===== config.mk =====
export PLATFORM = sky130hd
export DESIGN_NAME = uart_host_link
export DESIGN_NICKNAME = d
export VERILOG_FILES = /design/src/rtl/narvie_pkg.sv /design/src/rtl/uart_rx_byte.sv /design/src/rtl/uart_tx.sv /design/src/rtl/uart_host_link.sv
export SDC_FILE = /design/constraint.sdc
export NUM_CORES = 2
export LEC_CHECK = 0
export CORE_ASPECT_RATIO = 0.5
export CORE_MARGIN = 2
export CORE_UTILIZATION = 53
export DETAILED_ROUTE_END_ITERATION = 8
export PLACE_DENSITY = 0.73
export RECOVER_POWER = 100
export SLEW_MARGIN = 40
export SYNTH_ARGS = -nofsm -noshare
export SYNTH_HDL_FRONTEND = slang
export SYNTH_SLANG_ARGS = --single-unit

===== constraint.sdc =====
create_clock -name clk12 -period 2.6 [get_ports clk12]
set_input_delay 0.78 -clock clk12 [delete_from_list [all_inputs] [get_ports clk12]]
set_output_delay 0.78 -clock clk12 [all_outputs]
set_load 0.005 [all_outputs]

===== src/rtl/narvie_pkg.sv =====
// Shared encodings and sizes for the host-side UART link and its byte receiver.
package narvie_pkg;

  localparam int B115200    = 104;
  localparam int DUMP_BYTES = 128;
  localparam int NUM_REGS   = 32;

  typedef enum logic [1:0] {TX_IDLE, TX_LOAD, TX_SEND, TX_WAIT} tx_state_t;
  typedef enum logic [1:0] {RX_IDLE, RX_START, RX_DATA, RX_STOP} rx_state_t;

endpackage


===== src/rtl/uart_rx_byte.sv =====
// 8N1 UART receiver: synchronised input, mid-bit sampling, byte strobe or framing-error pulse.
module uart_rx_byte
  import narvie_pkg::*;
#(
  parameter int BAUDRATE = B115200
) (
  input  logic       clk,
  input  logic       rst_n,
  input  logic       rx,
  output logic [7:0] data,
  output logic       strobe,
  output logic       frame_err
);

  rx_state_t   state, state_d;
  logic [1:0]  sync;
  logic        line, line_prev;
  logic [15:0] cnt, cnt_d;
  logic [2:0]  bit_idx, bit_idx_d;
  logic [7:0]  shreg, shreg_d;
  logic        strobe_d, ferr_d;

  assign line = sync[1];
  assign data = shreg;

  always_ff @(posedge clk or negedge rst_n) begin
    if (!rst_n) begin
      sync      <= 2'b11;
      line_prev <= 1'b1;
      state     <= RX_IDLE;
      cnt       <= 16'd0;
      bit_idx   <= 3'd0;
      shreg     <= 8'd0;
      strobe    <= 1'b0;
      frame_err <= 1'b0;
    end else begin
      sync      <= {sync[0], rx};
      line_prev <= line;
      state     <= state_d;
      cnt       <= cnt_d;
      bit_idx   <= bit_idx_d;
      shreg     <= shreg_d;
      strobe    <= strobe_d;
      frame_err <= ferr_d;
    end
  end

  // A start needs a falling edge, so a low stop bit cannot be mistaken for the next start.
  always_comb begin
    state_d   = state;
    cnt_d     = cnt + 16'd1;
    bit_idx_d = bit_idx;
    shreg_d   = shreg;
    strobe_d  = 1'b0;
    ferr_d    = 1'b0;
    case (state)
      RX_IDLE: begin
        cnt_d = 16'd0;
        if (line_prev && !line) state_d = RX_START;
      end
      RX_START: begin
        if (cnt == 16'(BAUDRATE / 2 - 1)) begin
          cnt_d     = 16'd0;
          bit_idx_d = 3'd0;
          state_d   = line ? RX_IDLE : RX_DATA;
        end
      end
      RX_DATA: begin
        if (cnt == 16'(BAUDRATE - 1)) begin
          cnt_d     = 16'd0;
          shreg_d   = {line, shreg[7:1]};
          bit_idx_d = bit_idx + 3'd1;
          if (bit_idx == 3'd7) state_d = RX_STOP;
        end
      end
      RX_STOP: begin
        if (cnt == 16'(BAUDRATE - 1)) begin
          state_d  = RX_IDLE;
          strobe_d = line;
          ferr_d   = !line;
        end
      end
      default: state_d = RX_IDLE;
    endcase
  end

endmodule


===== src/rtl/uart_tx.sv =====
// 8N1 UART transmitter: accepts a byte on start while ready, shifts it out LSB first.
module uart_tx #(
  parameter int BAUDRATE = 104
) (
  input  logic       clk,
  input  logic       rst_n,
  input  logic       start,
  input  logic [7:0] data,
  output logic       tx,
  output logic       ready
);

  logic [9:0]  shreg;
  logic [3:0]  bits_left;
  logic [15:0] baud_cnt;

  assign ready = (bits_left == 4'd0);
  assign tx    = shreg[0];

  // Idle line is all ones in the shifter, so tx sits high whenever nothing is queued.
  always_ff @(posedge clk or negedge rst_n) begin
    if (!rst_n) begin
      shreg     <= '1;
      bits_left <= 4'd0;
      baud_cnt  <= 16'd0;
    end else if (ready) begin
      baud_cnt <= 16'd0;
      if (start) begin
        shreg     <= {1'b1, data, 1'b0};
        bits_left <= 4'd10;
      end
    end else if (baud_cnt == 16'(BAUDRATE - 1)) begin
      baud_cnt  <= 16'd0;
      shreg     <= {1'b1, shreg[9:1]};
      bits_left <= bits_left - 4'd1;
    end else begin
      baud_cnt <= baud_cnt + 16'd1;
    end
  end

endmodule


===== src/rtl/uart_host_link.sv =====
// Host-side stand-in: sends a 32-bit instruction as 4 UART bytes, then rebuilds the
// 128-byte register dump that comes back into a readable 32x32 image.
module uart_host_link
  import narvie_pkg::*;
#(
  parameter int BAUDRATE       = B115200,
  parameter int TIMEOUT_CYCLES = 12_000_000
) (
  input  logic        clk12,
  input  logic        rstn,
  input  logic        rx,
  output logic        tx,
  input  logic [31:0] inst_data,
  input  logic        inst_valid,
  output logic        inst_ready,
  input  logic [4:0]  rd_addr,
  output logic [31:0] rd_data,
  output logic        dump_busy,
  output logic        dump_done,
  output logic        timeout,
  output logic        frame_err
);

  localparam int TW = $clog2(TIMEOUT_CYCLES);

  tx_state_t   tx_state, tx_state_d;
  logic [31:0] word;
  logic [1:0]  tx_cnt;
  logic        alive;
  logic        tx_start, tx_ready;
  logic [7:0]  tx_byte;
  logic        handshake, last_sent;

  logic [7:0]    rx_byte;
  logic          rx_strobe;
  logic [6:0]    byte_idx;
  logic [TW-1:0] tmo_cnt;
  logic          timeout_hit, accept, last_byte;
  logic [31:0]   image [NUM_REGS];

  // alive keeps inst_ready low while reset is held.
  assign inst_ready  = alive && (tx_state == TX_IDLE) && !dump_busy;
  assign handshake   = inst_valid && inst_ready;
  assign last_sent   = (tx_state == TX_WAIT) && tx_ready && (tx_cnt == 2'd3);
  assign timeout_hit = dump_busy && (tmo_cnt == TW'(TIMEOUT_CYCLES - 1));
  assign accept      = rx_strobe && dump_busy && !timeout_hit;
  assign last_byte   = accept && (byte_idx == 7'(DUMP_BYTES - 1));

  uart_tx #(.BAUDRATE(BAUDRATE)) u_tx (
    .clk   (clk12),
    .rst_n (rstn),
    .start (tx_start),
    .data  (tx_byte),
    .tx    (tx),
    .ready (tx_ready)
  );

  uart_rx_byte #(.BAUDRATE(BAUDRATE)) u_rx (
    .clk       (clk12),
    .rst_n     (rstn),
    .rx        (rx),
    .data      (rx_byte),
    .strobe    (rx_strobe),
    .frame_err (frame_err)
  );

  always_ff @(posedge clk12 or negedge rstn) begin
    if (!rstn) begin
      tx_state <= TX_IDLE;
      word     <= 32'd0;
      tx_cnt   <= 2'd0;
      alive    <= 1'b0;
    end else begin
      alive    <= 1'b1;
      tx_state <= tx_state_d;
      if (handshake) begin
        word   <= inst_data;
        tx_cnt <= 2'd0;
      end else if ((tx_state == TX_WAIT) && tx_ready && (tx_cnt != 2'd3)) begin
        tx_cnt <= tx_cnt + 2'd1;
      end
    end
  end

  // Bytes leave least-significant first; WAIT ends on the transmitter's ready rise.
  always_comb begin
    tx_state_d = tx_state;
    tx_start   = 1'b0;
    tx_byte    = word[{tx_cnt, 3'b000} +: 8];
    case (tx_state)
      TX_IDLE: if (handshake) tx_state_d = TX_LOAD;
      TX_LOAD: tx_state_d = TX_SEND;
      TX_SEND: begin
        tx_start = 1'b1;
        if (!tx_ready) tx_state_d = TX_WAIT;
      end
      TX_WAIT: if (tx_ready) tx_state_d = (tx_cnt == 2'd3) ? TX_IDLE : TX_SEND;
      default: tx_state_d = TX_IDLE;
    endcase
  end

  always_ff @(posedge clk12 or negedge rstn) begin
    if (!rstn) begin
      dump_busy <= 1'b0;
      dump_done <= 1'b0;
      timeout   <= 1'b0;
      byte_idx  <= 7'd0;
      tmo_cnt   <= '0;
    end else begin
      dump_done <= last_byte;
      timeout   <= timeout_hit;
      if (last_sent)                     dump_busy <= 1'b1;
      else if (timeout_hit || last_byte) dump_busy <= 1'b0;
      if (!dump_busy || accept) tmo_cnt <= '0;
      else                      tmo_cnt <= tmo_cnt + TW'(1);
      if (timeout_hit)  byte_idx <= 7'd0;
      else if (accept)  byte_idx <= byte_idx + 7'd1;
    end
  end

  // Register n occupies dump bytes 4n..4n+3, least-significant byte first.
  always_ff @(posedge clk12 or negedge rstn) begin
    if (!rstn) begin
      for (int i = 0; i < NUM_REGS; i++) image[i] <= 32'd0;
      rd_data <= 32'd0;
    end else begin
      if (accept) image[byte_idx[6:2]][{byte_idx[1:0], 3'b000} +: 8] <= rx_byte;
      rd_data <= image[rd_addr];
    end
  end

endmodule


Yosys cells after proc, flatten, opt, wreduce, memory -nomap -nowiden. Index checks and enable logic that the tools add are counted.

Register bits: 1191. Bits in latches: 0. RAM bits: 0. ROM bits: 0. Word-level logic and storage cells: 166. Memories: 0.

$add $sub $neg: 8. Multiply operators: 0. Divide/modulo/power cells: 0. Magnitude comparators: 3. Equality and inequality tests: 23. Shift-type cells: 3. Mux-type cells: 44. Bitwise operators: 2. Reductions and logical operators: 30.

Operators by type and width (number): 1024-bit bitwise mux (1); 32-bit binary-select mux with 5-bit select (1); 32-bit demux with 5-bit select (1); 32-bit two-way mux (3); 16-bit two-way mux (4); 16-bit case mux with 3 select lines (1); 16-bit by 1-bit adder with 16-bit output (second input constant) (2); 16-bit by 7-bit equality test with 1-bit output (second input constant) (2); 8-bit by 7-bit variable shift with 32-bit output (first input constant) (1); 32-bit by 6-bit variable part select with 8-bit output (1); 8-bit by 7-bit variable part select with 32-bit output (1); 10-bit two-way mux (3); 24-bit by 1-bit adder with 24-bit output (second input constant) (1); 24-bit equality test (second input constant) (1); 2-bit two-way mux (12); 24-bit two-way mux (1); 16-bit by 6-bit equality test with 1-bit output (second input constant) (1); 2-bit case mux with 4 select lines (2); 7-bit two-way mux (2); 6-bit >= comparator (second input constant) (2); 1-bit logical AND (12); 4-bit two-way mux (3); 5-bit inverter with 6-bit output (2); 2-bit equality test (second input constant) (5); other kinds (22) (48).

Longest topological paths before layout.
Depth in word-level cells: 8. Gate-level depth with buffers: 10.

Cells and area by module. From an unflattened synthesis, not the netlist that was laid out.

Cell total of the unflattened synthesis: 4055. Area, all modules: 54110.6 um^2.

By module, submodules not included: uart_host_link (times used 1, cells each 3774, area an instance 50951.4 um^2); uart_rx_byte (times used 1, cells each 143, area an instance 1666.6 um^2); uart_tx (times used 1, cells each 138, area an instance 1492.7 um^2).

Worst setup path before layout. OpenSTA, ideal clock, no wires.

Path type: input -> register. Start: input rd_addr[1]. End: register rd_data[10]. Library setup time: 0.129 ns. Arrival: 2.284 ns. Data required time: 2.471 ns. Setup slack: 0.187 ns. Stages on the path: 8. Buffers on the path: 4. Cells stage by stage: clkbuf_1 -> buf_2 -> buf_2 -> buf_1 -> mux2i_1 -> nand2_1 -> a31oi_1 -> nand3_1.

Word-level cells in the longest chain between the ends: 4.

RTL lines: from (decl) (RTL line uart_host_link.sv:16) `input logic [4:0] rd_addr,`; 5-bit inverter with 6-bit output (implied by the code) (RTL line uart_host_link.sv:128) `rd_data <= image[rd_addr];`; 32-bit binary-select mux with 5-bit select (RTL line uart_host_link.sv:128); 32-bit two-way mux (implied by the code) (2 in series) (RTL line uart_host_link.sv:128); to (signal assigned) (RTL line uart_host_link.sv:128); to (decl) (RTL line uart_host_link.sv:17) `output logic [31:0] rd_data,`.

No other way between the ends. The select of a mux whose other input is x is not followed. A chain may end at the register's enable or synchronous reset.

Final worst setup path.
Start: input rd_addr[0]. End: register rd_data[10].

Same word-level chain as after synthesis.

==> flow_metrics.tcl <==
set metrics [dict create \
    std_cell_rows 83 \
    synth_edf_count 0 \
    seq_area_sq_mm 0.0298 \
    clkTransAtPathRegs_ns 0.06 \
    numCtsBuffers 104 \
    syn_inst 4839 \
    drive_gt1_share_pct 20.1 \
    synth_top_area_share_pct 53.5 \
    drt_iter0_markers 4155 \
    die_h_um 232 \
    wire_per_inst_um 23.7 \
    crit_chain "clkdlybuf4s50_1 -> clkbuf_1 -> nor2b_4 -> clkbuf_4 -> clkbuf_1 -> a21oi_1 -> nand3_1 -> nand3_1" \
    ir_worst_vdd_mv 0.519 \
    worstPathRequired_ns 3.20 \
    multi_input_area_sq_mm 0.0234 \
    diodes 0 \
    wl_met1_um 68900 \
    grt_setup_unrepaired "true" \
    grt-ovfl-total 0 \
    yosys.area.top_type "dfrtp_1" \
    setup_slack_ns -0.0477 \
    tritoncts "done" \
    gp_congestion 0.932 \
    endpoint_kind "flop" \
    synth.area.top_cells "dfrtp_1 (54%), mux2i_1 (9.3%), mux2_2 (7.2%), nand2_1 (5.4%), o21ai_0 (4.7%)" \
    io_buffers 78 \
    worstMarginPinSlew_ns 1.62 \
    htree_levels 3 \
    synth_flop_cell "dfrtp_1" \
    grt_start_max_net_pins 105 \
    grt_pass1_wl_um 236000 \
    area_growth_pct 13.0 \
    total_power_mw 39.3 \
    power_leakage_nw 29.3 \
    antenna_found_initial 2 \
    synthDistinctLibCells 65 \
    track_usage_pct 28.9 \
    clock_latency_ns 0.75 \
    finalCriticalPeriod_ns 2.65 \
    numPlacedInstances 6245 \
    violations "capacitance limit, slew limit, setup timing" \
    root_buffer "clkbuf_16" \
    skew_ns 0.0340 \
    cp_max_fo 43 \
    async_flop_share_pct 100 \
    synth_nets 4892 \
    fin_cells 6442 \
    cts_sinks 1190 \
    wl_met3_um 13000 \
    dr_wl_met2_um 67800 \
    slowest_stage "clkbuf_4" \
    hold_class "reg -> reg" \
    fmax_ghz 0.378 \
    p_per_area_mw_per_mm2 631 \
    maxSlewHeadroom_pct -8.07 \
    yosys_warnings 0 \
    hold_viol 0 \
    nNetsFinal 5047 \
    drc 0 \
    dp_hpwl_um 103000 \
    dp_slack_ns -0.147 \
    start_util_pct 53.5 \
    status "finished with violations" \
    ys_seq_elements 1190 \
    setup_violations 1 \
    die_w_um 460 \
    fin_crit_sh_pct 102 \
    crit_arrival_ns 3.24 \
    first_global_vias 38500 \
    ant_nets 0 \
    avgSynthCellArea_sq_um 11.4 \
    drtPass1Iterations 5 \
    cts_buffer_depth 3 \
    ios 79 \
    routed.top_layer "met4" \
    synth_area_sq_mm 0.0551 \
    post_drt_via_cell_ratio 6.04 \
    start_kind "input port" \
    wl_um 153000 \
    crit_type "in -> reg" \
    critPathMaxStageDelay_ns 0.59 \
    fillCellCount 8117 \
    slew_viol_final 27 \
    die-area_sq_mm 0.107 \
    route.vias.total 38900 \
    coreArea_sq_mm 0.103 \
    cap_violations 1 \
    r2r_slack_ns 0 \
    synth_seq_area_share_pct 54.1 \
]
[cells in the final DEF, fill, tap and decap left out, types with 11 or more instances in the layout]
cell type	n
clkinv_2	23
mux2_2	353
nand2_2	28
nor2_1	107
clkdlybuf4s50_1	40
bufinv_16	19
xnor2_1	21
dfrtp_1	1176
buf_2	15
clkbuf_8	20
a31oi_1	39
nand3_1	128
clkbuf_16	105
a22oi_1	96
xor2_1	35
o311ai_1	15
dfstp_2	11
mux2_1	110
clkbuf_1	27
a22o_1	66
o21ai_0	545
mux2i_1	514
dlygate4sd3_1	34
o311ai_2	21
o21ai_1	47
nor3_1	38
nand2_1	788
clkbuf_2	60
a21oi_1	101
o311ai_4	28
buf_4	163
ha_1	12
clkbuf_4	29
nand4_1	18
and2_1	26
buf_12	42
[flip-flops by register name (all words and copies together), names as in the netlist, named ones only]
name,cells
u_rx.strobe,1
u_tx.bits_left,4
u_rx.sync,2
alive,1
tx_cnt,2
tmo_cnt,24
byte_idx,7
dump_done,1
u_rx.bit_idx,3
u_tx.baud_cnt,16
dump_busy,1
timeout,1
u_rx.data,8
u_rx.state,1
u_tx.shreg,9
u_rx.cnt,16
tx_state,2
word,32
u_rx.line_prev,1
rd_data,32
u_rx.frame_err,1
image,1024
[synthesized netlist by cell type, types with 6 or more instances]
| master | n |
|---|---|
| and2_1 | 35 |
| mux2_2 | 353 |
| buf_6 | 7 |
| a22oi_1 | 96 |
| nand4_1 | 18 |
| nor2_2 | 9 |
| a21oi_1 | 101 |
| dfstp_2 | 12 |
| and3_1 | 10 |
| nor3_1 | 38 |
| mux2_4 | 16 |
| nand3_1 | 128 |
| inv_1 | 10 |
| buf_4 | 10 |
| o311ai_2 | 33 |
| mux2_1 | 104 |
| o311ai_4 | 40 |
| and4_1 | 6 |
| ha_1 | 12 |
| nand2_1 | 797 |
| a22o_1 | 66 |
| clkbuf_1 | 166 |
| nand2_2 | 24 |
| a31oi_1 | 39 |
| buf_2 | 123 |
| buf_1 | 46 |
| mux4_2 | 8 |
| xnor2_1 | 21 |
| nand2_8 | 10 |
| xor2_1 | 35 |
| nor2_1 | 108 |
| o21ai_0 | 521 |
| dfrtp_1 | 1178 |
| o21ai_1 | 71 |
| mux2i_1 | 514 |
| and2_0 | 8 |
[worst max-delay path, delay by kind of cell]
family | cells | cell delay (ns)
AO/OA/AOI/OAI | 1 | 0.15
buffers and inverters | 4 | 1.74
AND/OR/NAND/NOR | 3 | 0.52
[routing by layer]
metal	global-route usage, %	vias to the layer above
met4	6.57	0
li1	-	17400
met2	43.0	1394
met5	0	-
met1	42.9	19900
met3	6.83	216
[layout make-up]
cell class	instances	share of cell area, %
Clock inverter	56	1.33
Inverter	10	0.0603
Sequential cell	1190	47.9
Clock buffer	138	4.74
Tap cell	1360	2.73
Multi-Input combinational cell	3284	37.6
Timing Repair Buffer	404	5.67
[through the flow]
stage	instance area (sq um)	util, %	hold WS [ns]	setup TNS (ns)
after floorplan	55100	-	0.345	0
after global placement	59100	57.5	0.348	-1.71
after detailed placement	59100	57.5	0.351	-2.17
after CTS	62900	61.2	0.360	-0.000773
after global routing	62200	60.5	0.370	-2.05
final	62200	60.5	0.363	-0.0477
[where the power goes]
| group | switching, mW | total, mW | internal (mW) |
|---|---|---|---|
| clock network | 7.30 | 17.2 | 9.92 |
| logic | 1.57 | 2.73 | 1.15 |
| registers | 0.364 | 19.3 | 19.0 |
[repair_timing]
action	CTS	global route
endpoints found under the setup margin	8	224
endpoints found under the hold margin	9	0
gates resized for setup	9	26
hold buffers	1	0
pin swaps	0	1
buffers inserted	1	1
[kinds of logic after synthesis]
group                    after synthesis  synth area share (%)
adder cells (fa/ha/maj)               12                 0.273
flip-flops                          1190                  54.1
AND/OR/NAND/NOR                     1244                  10.1
other                                  1               0.00681
AO/OA/AOI/OAI                        976                  12.1
buffers and inverters                365                  2.99
multiplexers                         995                  19.5
XOR/XNOR                              56                 0.891
[path summary, 6_finish.rpt]
check | startpoint | endpoint | cells past startpoint
setup / recovery | rd_addr[0] | rd_data[10] | 8
min in group asynchronous | rstn | image[313] | 2
max in group asynchronous | rstn | image[833] | 3
setup reg to reg | tmo_cnt[1] | image[80] | 6
hold reg to reg | u_rx.sync[0] | u_rx.sync[1] | 0
hold / removal | u_rx.sync[0] | u_rx.sync[1] | 0
Power figures use the tool's default switching activity.
